<file path="src/rtl/fft_input_reorder_if.sv">
// Sample-in / operand-pair-out bundle between the upstream source, the
// reorder stage and the FP16 adder.
interface fft_input_reorder_if #(
  parameter int unsigned DW = 16
);
  logic          i_valid;
  logic [DW-1:0] i_data;
  logic          i_ready;
  logic [DW-1:0] o_a;
  logic [DW-1:0] o_b;
  logic          o_valid;
  logic          o_last;
  logic          o_daz;

  // Upstream source / downstream consumer side.
  modport master (
    output i_valid, i_data,
    input  i_ready, o_a, o_b, o_valid, o_last, o_daz
  );

  // Reorder stage side.
  modport slave (
    input  i_valid, i_data,
    output i_ready, o_a, o_b, o_valid, o_last, o_daz
  );
endinterface

</file>
<file path="src/rtl/fft_input_reorder.sv">
// FFT input stage: gathers one frame of 2^LOG2N FP16 samples into
// bit-reversed order, flushing subnormals to signed zero, then streams the
// frame out as adjacent operand pairs, one pair per cycle.
module fft_input_reorder #(
  parameter int unsigned LOG2N = 4,
  parameter int unsigned DW    = 16
) (
  input logic               clk,
  input logic               rst,
  fft_input_reorder_if.slave bus
);

  localparam int unsigned N  = 1 << LOG2N;
  localparam int unsigned RW = LOG2N - 1;

  typedef enum logic {StLoad, StDrain} state_e;

  state_e           state_q, state_d;
  logic [LOG2N-1:0] wr_cnt_q, wr_cnt_d;
  logic [RW-1:0]    rd_cnt_q, rd_cnt_d;

  logic [DW-1:0] mem [N];

  logic [DW-1:0] o_a_q, o_b_q;
  logic          o_valid_q, o_last_q, o_daz_q;

  logic          accept;
  logic          is_sub;
  logic [DW-1:0] wr_data;
  logic          last_wr;
  logic          last_rd;

  function automatic logic [LOG2N-1:0] bitrev(input logic [LOG2N-1:0] v);
    logic [LOG2N-1:0] r;
    for (int i = 0; i < LOG2N; i++) begin
      r[i] = v[LOG2N-1-i];
    end
    return r;
  endfunction

  // Accept decode and subnormal flush; the adder assumes a hidden 1, so a
  // zero exponent with nonzero mantissa must become a signed zero.
  always_comb begin
    accept  = (state_q == StLoad) && bus.i_valid;
    is_sub  = (bus.i_data[14:10] == 5'd0) && (bus.i_data[9:0] != 10'd0);
    wr_data = is_sub ? {bus.i_data[DW-1], {(DW-1){1'b0}}} : bus.i_data;
    last_wr = (wr_cnt_q == {LOG2N{1'b1}});
    last_rd = (rd_cnt_q == {RW{1'b1}});
  end

  // Next-state logic: LOAD counts accepted samples, DRAIN counts issued pairs.
  always_comb begin
    state_d  = state_q;
    wr_cnt_d = wr_cnt_q;
    rd_cnt_d = rd_cnt_q;
    unique case (state_q)
      StLoad: begin
        if (accept) begin
          wr_cnt_d = wr_cnt_q + 1'b1;
          if (last_wr) state_d = StDrain;
        end
      end
      StDrain: begin
        rd_cnt_d = rd_cnt_q + 1'b1;
        if (last_rd) state_d = StLoad;
      end
      default: state_d = StLoad;
    endcase
  end

  // State and counter registers.
  always_ff @(posedge clk or posedge rst) begin
    if (rst) begin
      state_q  <= StLoad;
      wr_cnt_q <= '0;
      rd_cnt_q <= '0;
    end else begin
      state_q  <= state_d;
      wr_cnt_q <= wr_cnt_d;
      rd_cnt_q <= rd_cnt_d;
    end
  end

  // Frame store, written at the bit-reversed sample index; no reset needed.
  always_ff @(posedge clk) begin
    if (accept) begin
      mem[bitrev(wr_cnt_q)] <= wr_data;
    end
  end

  // Registered operand pair; o_a/o_b hold between frames, o_valid qualifies.
  always_ff @(posedge clk or posedge rst) begin
    if (rst) begin
      o_a_q     <= '0;
      o_b_q     <= '0;
      o_valid_q <= 1'b0;
      o_last_q  <= 1'b0;
    end else if (state_q == StDrain) begin
      o_a_q     <= mem[{rd_cnt_q, 1'b0}];
      o_b_q     <= mem[{rd_cnt_q, 1'b1}];
      o_valid_q <= 1'b1;
      o_last_q  <= last_rd;
    end else begin
      o_valid_q <= 1'b0;
      o_last_q  <= 1'b0;
    end
  end

  // Sticky flush flag: restarts on sample 0, a flush on that same sample wins.
  always_ff @(posedge clk or posedge rst) begin
    if (rst) begin
      o_daz_q <= 1'b0;
    end else if (accept) begin
      if (wr_cnt_q == '0) begin
        o_daz_q <= is_sub;
      end else if (is_sub) begin
        o_daz_q <= 1'b1;
      end
    end
  end

  assign bus.i_ready = (state_q == StLoad);
  assign bus.o_a     = o_a_q;
  assign bus.o_b     = o_b_q;
  assign bus.o_valid = o_valid_q;
  assign bus.o_last  = o_last_q;
  assign bus.o_daz   = o_daz_q;

endmodule

</file>
<file path="src/flat_wrapper.sv">
// flat-port wrapper written by rule: the top's interface ports become plain ports
module fft_input_reorder_flat 
#(
  parameter int unsigned LOG2N = 4,
  parameter int unsigned DW    = 16
)
  (clk, rst, bus_i_valid, bus_i_data, bus_i_ready, bus_o_a, bus_o_b, bus_o_valid, bus_o_last, bus_o_daz);
  fft_input_reorder_if #(.DW(DW)) bus_i ();
  input logic clk;
  input logic rst;
  input wire logic [$bits(bus_i.i_valid)-1:0] bus_i_valid;
  input wire logic [$bits(bus_i.i_data)-1:0] bus_i_data;
  output wire logic [$bits(bus_i.i_ready)-1:0] bus_i_ready;
  output wire logic [$bits(bus_i.o_a)-1:0] bus_o_a;
  output wire logic [$bits(bus_i.o_b)-1:0] bus_o_b;
  output wire logic [$bits(bus_i.o_valid)-1:0] bus_o_valid;
  output wire logic [$bits(bus_i.o_last)-1:0] bus_o_last;
  output wire logic [$bits(bus_i.o_daz)-1:0] bus_o_daz;
  assign bus_i.i_valid = bus_i_valid;
  assign bus_i.i_data = bus_i_data;
  assign bus_i_ready = bus_i.i_ready;
  assign bus_o_a = bus_i.o_a;
  assign bus_o_b = bus_i.o_b;
  assign bus_o_valid = bus_i.o_valid;
  assign bus_o_last = bus_i.o_last;
  assign bus_o_daz = bus_i.o_daz;
  fft_input_reorder #(.LOG2N(LOG2N), .DW(DW)) u_core (.clk(clk), .rst(rst), .bus(bus_i));
endmodule
</file>
<file path="config.mk">
export PLATFORM = sky130hd
export DESIGN_NAME = fft_input_reorder_flat
export DESIGN_NICKNAME = d
export VERILOG_FILES = /design/src/rtl/fft_input_reorder_if.sv /design/src/rtl/fft_input_reorder.sv /design/src/flat_wrapper.sv
export SDC_FILE = /design/constraint.sdc
export NUM_CORES = 1
export LEC_CHECK = 0
export CAP_MARGIN = 20
export CORE_ASPECT_RATIO = 2
export CORE_MARGIN = 5
export CORE_UTILIZATION = 35
export CTS_CLUSTER_SIZE = 30
export DETAILED_ROUTE_END_ITERATION = 8
export MAX_ROUTING_LAYER = met4
export PLACE_DENSITY = 0.6
export SLEW_MARGIN = 0
export SYNTH_ARGS = -nofsm -noshare
export SYNTH_HDL_FRONTEND = slang
export SYNTH_SLANG_ARGS = --single-unit
</file>
<file path="constraint.sdc">
create_clock -name clk -period 4.7 [get_ports clk]
set_input_delay 0.94 -clock clk [delete_from_list [all_inputs] [get_ports clk]]
set_output_delay 0.94 -clock clk [all_outputs]
set_load 0.005 [all_outputs]
</file>
# After elaboration in Yosys (flattened, before gate mapping)
# Memories as Yosys holds them, arrays and structs flattened. A register that Yosys moved wholly into a read port is not among the register bits.
# Cells that the tools add are included.
# op_classes
n_addsub	2
n_eq_ne	2
muxes	11
bitwise	1
n_reduce_logical	8
# ops
op	n
2-to-1 mux 15 bit	1
nonzero test 10 bit	1
2-to-1 mux 1 bit	9
zero test 5 bit	1
adder 4 x 1 -> 4 bit, second input constant	1
== test 4 bit, second input constant	1
zero test 4 bit	1
AND reduction 2 bit	2
adder 3 x 1 -> 3 bit, second input constant	1
== test 3 bit, second input constant	1
logical AND 1 bit	2
one-hot mux 1 bit (2 select lines)	1
nonzero test 2 bit	1
inverter 1 bit	1
# totals
regBits	11
ramBits	256
input_bits	19
out_inout_bits	36
elab_cells	31
n_memories	1
# mem_list
memory	depth	width	read_ports	rd_ports_with_merged_regs	write_ports	line	text
u_core.mem	16	16	2	2	1	fft_input_reorder.sv:22	logic [DW-1:0] mem [N];

# Longest topological paths before layout
# Gate-level depths: netlist of run 1.
# depth
depth_word	4
ltp_mapped	6
ltp_nobuf	4

# Worst setup path before layout of run 1
# OpenSTA, ideal clock, no wires.
# synth_timing
kind	input-to-reg
start	in bus_i_valid
end	mem u_core.mem[10][0] (enable)
t_arrival_ps	2061
t_required_ps	4312
setup_slack_ps	2250
stages	4
path_buffers	1
path_cell_list	nor2b_1 > buf_2 > nand3_1 > nor2_1
# synth_between
elab_chain_len	3
# synth_rtl
element	line	text
start: declaration	flat_wrapper.sv:11	input wire logic [$bits(bus_i.i_valid)-1:0] bus_i_valid;
logical AND 1 bit	fft_input_reorder.sv:44	accept = (state_q == StLoad) && bus.i_valid;
2-to-1 mux 1 bit	fft_input_reorder.sv:86	if (accept) begin
2-to-1 mux 1 bit (implied by the code)	fft_input_reorder.sv:87	mem[bitrev(wr_cnt_q)] <= wr_data;
end: declaration	fft_input_reorder.sv:22	
# No other way between the ends.

# Worst setup path in the final report of run 1
# layout_timing
start	reg u_core.state_q
end	out bus_i_ready
# layout_between
elab_chain_len	1
# layout_rtl
element	line	text
start: declaration	fft_input_reorder.sv:18	state_e state_q, state_d;
start signal: assignment	fft_input_reorder.sv:74	state_q <= StLoad;
start signal: assignment	fft_input_reorder.sv:78	state_q <= state_d;
inverter 1 bit	fft_input_reorder.sv:122	assign bus.i_ready = (state_q == StLoad);
end: declaration	flat_wrapper.sv:13	output wire logic [$bits(bus_i.i_ready)-1:0] bus_i_ready;
# No other way between the ends.

==> results of run 1 <==
## area by class of cell
cell class,instances,area (um2),area share
tap,436,546,0.0395
clock buffer,35,703,0.0509
timing repair buffer,84,778,0.0563
sequential,299,8770,0.635
clock inverter,10,203,0.0147
inverter,6,22.5,0.00163
multi-input combinational,351,2800,0.202
## per-layer routing
layer / vias up / wire (um)
met2: 142 / 16200
li1: 2868 / -
met5: - / 0
met3: 47 / 863
met4: 0 / 777
met1: 3152 / 10600
## cell families (layout without fill, tap and decap cells)
logic type / after synthesis / in the layout
AO/OA/AOI/OAI: 101 / 101
multiplexers: 98 / 98
AND/OR/NAND/NOR: 142 / 142
buffers and inverters: 57 / 135
adder cells (fa/ha/maj): 6 / 6
XOR/XNOR: 4 / 4
flip-flops: 299 / 299
## sequential cells by signal (all words and copies together) (netlist names)
name                flops
bus_o_a                16
bus_o_b                16
u_core.bus.o_daz        1
u_core.bus.o_last       1
u_core.bus.o_valid      1
u_core.mem            256
u_core.rd_cnt_q         3
u_core.state_q          1
u_core.wr_cnt_q         4
## where the power goes
group          leakage, nW  total, mW  switching, mW  internal, mW
sequential            2.84       3.65          0.363          3.29
clock                0.443       2.28          0.903          1.38
combinational         1.70       2.44           1.35          1.09
total                 4.98       8.37           2.62          5.75
## critical path: stages, from the launching register on
cell	delay, ns
dfrtp_2	0.84
inv_1	0.28
clkdlybuf4s50_1	0.53
## through the flow
step	std cells	utilization	instance area, um2
floorplan	707	-	11900
global placement	1176	0.384	12900
detailed placement	1176	0.384	12900
CTS	1221	0.411	13800
global route	1221	0.411	13800
finish	1221	0.411	13800
## placed cells by master (no fill, tap or decap), types with 2 or more instances in the layout
cell and n:
a211o_1 32, a22oi_1 32, a41o_1 32, and2_1 5
and3_1 3, buf_4 29, bufinv_16 6, clkbuf_1 6
clkbuf_16 25, clkbuf_8 4, clkdlybuf4s50_1 54, clkinv_2 2
dfrtp_1 41, edfxtp_1 256, ha_1 6, inv_1 5
mux2_2 2, mux2i_1 96, nand2_1 4, nand3_1 38
nor2_1 10, nor2b_1 73, nor4_1 2, xnor2_1 3
## how the worst min path moves through the flow
stage,start,to,slack (ns),cells after the start
2_1_floorplan,u_core.state_q,u_core.bus.o_valid,0.46,0
3_3_place_gp,u_core.bus.o_daz,u_core.bus.o_daz,0.49,1
3_5_place_dp,u_core.bus.o_daz,u_core.bus.o_daz,0.50,1
4_1_cts,u_core.bus.o_daz,u_core.bus.o_daz,0.52,1
5_1_grt,u_core.bus.o_daz,u_core.bus.o_daz,0.54,1
6_report,u_core.bus.o_daz,u_core.bus.o_daz,0.52,1
==> impl_metrics.csv, run 1 <==
group,metric,value,unit
worst_setup_path,setup.worst_path.start,"u_core.state_q",
sta,final.setup_skew,0.0211,ns
yosys,synth_cells,707,
sta,layout_min_cycle_time,3.12,ns
yosys,yosys_warnings,0,
final_layout,antennaDiodeCount,0,
worst_setup_path,cp.arrival,2.18,ns
global_route,grtUsageTotal,0.152,
sta,slew_headroom,0.320,
yosys,synth-seq-cells,299,
detailed_routing,wl_per_cell,23.4,um
clock_tree,h-tree-depth,1,
global_route,use_met2,0.289,
placement,gp_congestion,0.809,
floorplan,die_y,271,um
worst_setup_path,critPathLaunchType,"flip-flop",
sta,fin_ws,1.58,ns
yosys,synth.area.top_cells,"edfxtp_1 65%, dfrtp_1 9.0%, mux2i_1 8.1%",
clock_tree,post_cts_resize_count,0,
sta,fin_hold_ws,0.521,ns
global_route,first_global_vias,6485,
detailed_routing,num_vias,6209,
hold_path,hold_class,"reg2reg",
placement,portBuffers,54,
worst_setup_path,critical_path_class,"reg2out",
worst_setup_path,crit_fanout,35,
floorplan,initial_core_util,0.354,
worst_setup_path,end_kind,"output pin",
detailed_routing,antenna_left,0,
detailed_routing,dr.pass1.iters,4,
yosys,synthXorXnorAreaFrac,0.00294,
pwr,p_leak,4.98,nW
pwr,power,8.37,mW
yosys,synth_top_area_frac,0.645,
yosys,synth_area,11900,um2
final_layout,nets,792,
yosys,synth_flop_cell,"edfxtp_1",
detailed_routing,initialDrtViolationCount,342,
final_layout,syn2layout_area_growth,16.0,%
yosys,synth_seq_area_share,0.736,
sta,max_freq,0.321,GHz
worst_setup_path,rrSetupSlack,2.20,ns
clock_tree,root_buffer,"clkbuf_16",
yosys,synth_top_family_by_area,"multiplexers",
floorplan,rows,95,
yosys,ys_types,33,
worst_setup_path,worstReg2RegEnd,"bus_o_a[11]",
yosys,async_reset_ff_frac,0.144,
global_route,grtUsageMet3,0.0122,
yosys,yosysMostFrequentCell,"edfxtp_1",
yosys,syn-num-nets,732,
sta,tightest_slew,1.02,ns
final_layout,drive_above_1_share,0.0994,
sta,fin_crit_sh,0.663,
floorplan,io_pins,55,
pwr,peakVddDrop,323,uV
clock_tree,clock_sinks,299,
yosys,synth_edf_count,256,
global_route,grtUsageMet1,0.163,
clock_tree,clockBufferDepth,3,
clock_tree,holdBufCountCts,0,
clock_tree,clk_pin_slew,0.07,ns
final_layout,nFillCells,3017,
yosys,synth_mux_area_frac,0.0825,
global_route,antenna_found_initial,0,
worst_setup_path,ff2ff_path_depth,4,
yosys,synth-simple-area-share,0.0690,
yosys,synth_fa_ha_area_frac,0.00630,
global_route,grt_start_max_net_pins,99,
clock_tree,worstSkewPairLatency,0.53,ns
worst_setup_path,worst_ep_required_time,3.76,ns
floorplan,fp.coreArea,33600,um2
yosys,synth_top_cells_by_count,"256 x edfxtp_1, 96 x mux2i_1, 74 x nor2b_1, 43 x dfrtp_1, 38 x nand3_1",
global_route,grt_pass1_wl,41.9,mm
yosys,synth_compound_gate_area_share,0.0736,
outcome,outcome,"finished, final reports clean",
floorplan,dieWidth,140,um
detailed_routing,wl,28.5,mm
placement,place_ws,1.37,ns
global_route,grt-ovfl-total,0,
worst_setup_path,r2r-start,"u_core.rd_cnt_q[1]",
job,cap_viol_max_count,0,
sta,rsz0062_at_grt,"no",
global_route,grt_busiest_layer,"met2",
yosys,yosysTopAreaCell,"edfxtp_1",
floorplan,die_area,38100,um2
clock_tree,numCtsBuffers,25,
sta,final.setup.tns,0,ns
sta,hold_viol_final,0,
detailed_routing,drc,0,
placement,hpwl,18.2,mm
pwr,powerDensity,606,nW/um2
clock_tree,cts_tree,"done",
sta,final_max_slew_viol_count,0,
yosys,avgSynthCellArea,16.9,um2
sta,setup_viol,0,
detailed_routing,viasPerCell,5.09,
worst_setup_path,worstSetupEndpoint,"bus_i_ready",
clock_tree,cts_setup_buffers,0,
(Power assumes the default switching activity.)
==> inputs of run 2 (changes only) <==
Settings changed: PLACE_DENSITY 0.6 to 0.62.
Clock period 4.7 ns to 2.6 ns, I/O delays scaled along.
==> impl_metrics.csv, run 2 (synthesis gave the netlist of run 1 again) <==
group,metric,value,unit
clock_tree,holdBufCountCts,0,
final_layout,syn2layout_area_growth,16.8,%
final_layout,top_register,"u_core.mem",
sta,rsz0062_at_grt,"no",
sta,final.setup.tns,0,ns
pwr,p_leak,5.03,nW
clock_tree,cts_tree,"done",
outcome,outcome,"finished, final reports clean",
final_layout,final_area,13900,um2
final_layout,layout_commonest_cell,"edfxtp_1",
clock_tree,clk_pin_slew,0.07,ns
pwr,peakVddDrop,748,uV
clock_tree,post_cts_resize_count,0,
detailed_routing,wl,28.6,mm
pwr,powerDensity,1050,nW/um2
worst_setup_path,crit_fanout,6,
clock_tree,clockBufferDepth,3,
final_layout,antennaDiodeCount,0,
clock_tree,h-tree-depth,1,
sta,slew_headroom,0.302,
worst_setup_path,critPathLaunchType,"flip-flop",
floorplan,rows,95,
sta,final_max_slew_viol_count,0,
global_route,grt_start_max_net_pins,68,
clock_tree,root_buffer,"clkbuf_16",
worst_setup_path,end_kind,"output pin",
clock_tree,worstSkewPairLatency,0.53,ns
floorplan,fp.coreArea,33600,um2
placement,portBuffers,54,
sta,fin_ws,0.413,ns
placement,place_area,13100,um2
sta,tightest_slew,1.04,ns
placement,hpwl,18.7,mm
detailed_routing,viasPerCell,5.12,
global_route,grt-ovfl-total,0,
global_route,grtUsageTotal,0.155,
clock_tree,numCtsBuffers,24,
final_layout,largest_reg_flops,256,
global_route,grt_pass1_wl,43.2,mm
sta,hold_viol_final,0,
sta,layout_min_cycle_time,2.19,ns
final_layout,drive_above_1_share,0.112,
floorplan,initial_core_util,0.354,
sta,setup_viol,0,
worst_setup_path,worst_ep_required_time,2.08,ns
sta,fin_crit_sh,0.841,
placement,place_ws,0.111,ns
worst_setup_path,cp.arrival,1.67,ns
floorplan,io_pins,55,
detailed_routing,initialDrtViolationCount,366,
final_layout,nets,809,
clock_tree,cts_setup_buffers,0,
detailed_routing,antenna_left,0,
detailed_routing,num_vias,6343,
hold_path,hold_class,"in2async",
floorplan,die_y,271,um
clock_tree,clock_sinks,299,
global_route,antenna_found_initial,0,
detailed_routing,wl_per_cell,23.1,um
job,cap_viol_max_count,0,
sta,max_freq,0.457,GHz
worst_setup_path,critical_path_class,"reg2out",
final_layout,final_cell_mix,"256 x edfxtp_1, 96 x mux2i_1, 73 x nor2b_1",
floorplan,dieWidth,140,um
floorplan,die_area,38100,um2
detailed_routing,dr.pass1.iters,5,
detailed_routing,drc,0,
global_route,first_global_vias,6767,
placement,gp_congestion,0.778,
final_layout,finish.utilization,0.414,
sta,final.setup_skew,0.0112,ns
-- run 2: cell count changes in the layout (fill, tap and decap cells not counted), sizes merged --
cell      before  now
buf           30   47
bufinv         6    1
clkbuf        35   34
clkinv         3    9
clkinvlp       0    1
inv            7    6
-- run 2: cell type report --
cell class                 count  area, um2
clock buffer                  33        676
multi-input combinational    351       2800
fill                        3024      19700
timing repair buffer         102       1030
inverter                       6       22.5
sequential                   299       8770
clock inverter                11       75.1
tap                          436        546
-- run 2: final timing paths --
kind,end,slack [ns],cells after the start,from
max,bus_i_ready,0.41,2,u_core.state_q
min,u_core.bus.o_last,0.36,2,rst
max reg2reg,bus_o_a[7],0.76,4,u_core.rd_cnt_q[0]
min reg2reg,u_core.bus.o_daz,0.52,1,u_core.bus.o_daz
max in group asynchronous,u_core.state_q,1.65,3,rst
min in group clk,u_core.bus.o_daz,0.52,1,u_core.bus.o_daz
-- run 2: critical path, cell delays in order (launching register included) --
cell             delay, ns
dfrtp_2               0.44
inv_1                 0.17
clkdlybuf4s50_1       0.54
-- run 2: through the flow --
stage | hold WS, ns | instances | total power [mW]
finish | 0.358 | 1238 | 14.7
global route | 0.411 | 1238 | 15.4
CTS | 0.376 | 1236 | 14.9
detailed placement | 0.491 | 1192 | 11.4
global placement | 0.493 | 1192 | 11.3
floorplan | 0.461 | 707 | 9.44
-- run 2: metal layers --
layer  GRT usage  up-vias  part of all wire
li1            -     2903                 -
met1       0.165     3232              0.36
met2       0.292      156              0.57
met3      0.0166       52             0.037
met4      0.0587        0             0.033
met5           -        -                 0
-- run 2: where the power goes --
group | total [mW] | switching, mW | leakage, nW | internal (mW)
Sequential | 6.44 | 0.498 | 2.84 | 5.94
Clock | 3.52 | 1.60 | 0.365 | 1.92
Combinational | 4.73 | 2.60 | 1.83 | 2.13
Total | 14.7 | 4.69 | 5.03 | 9.99
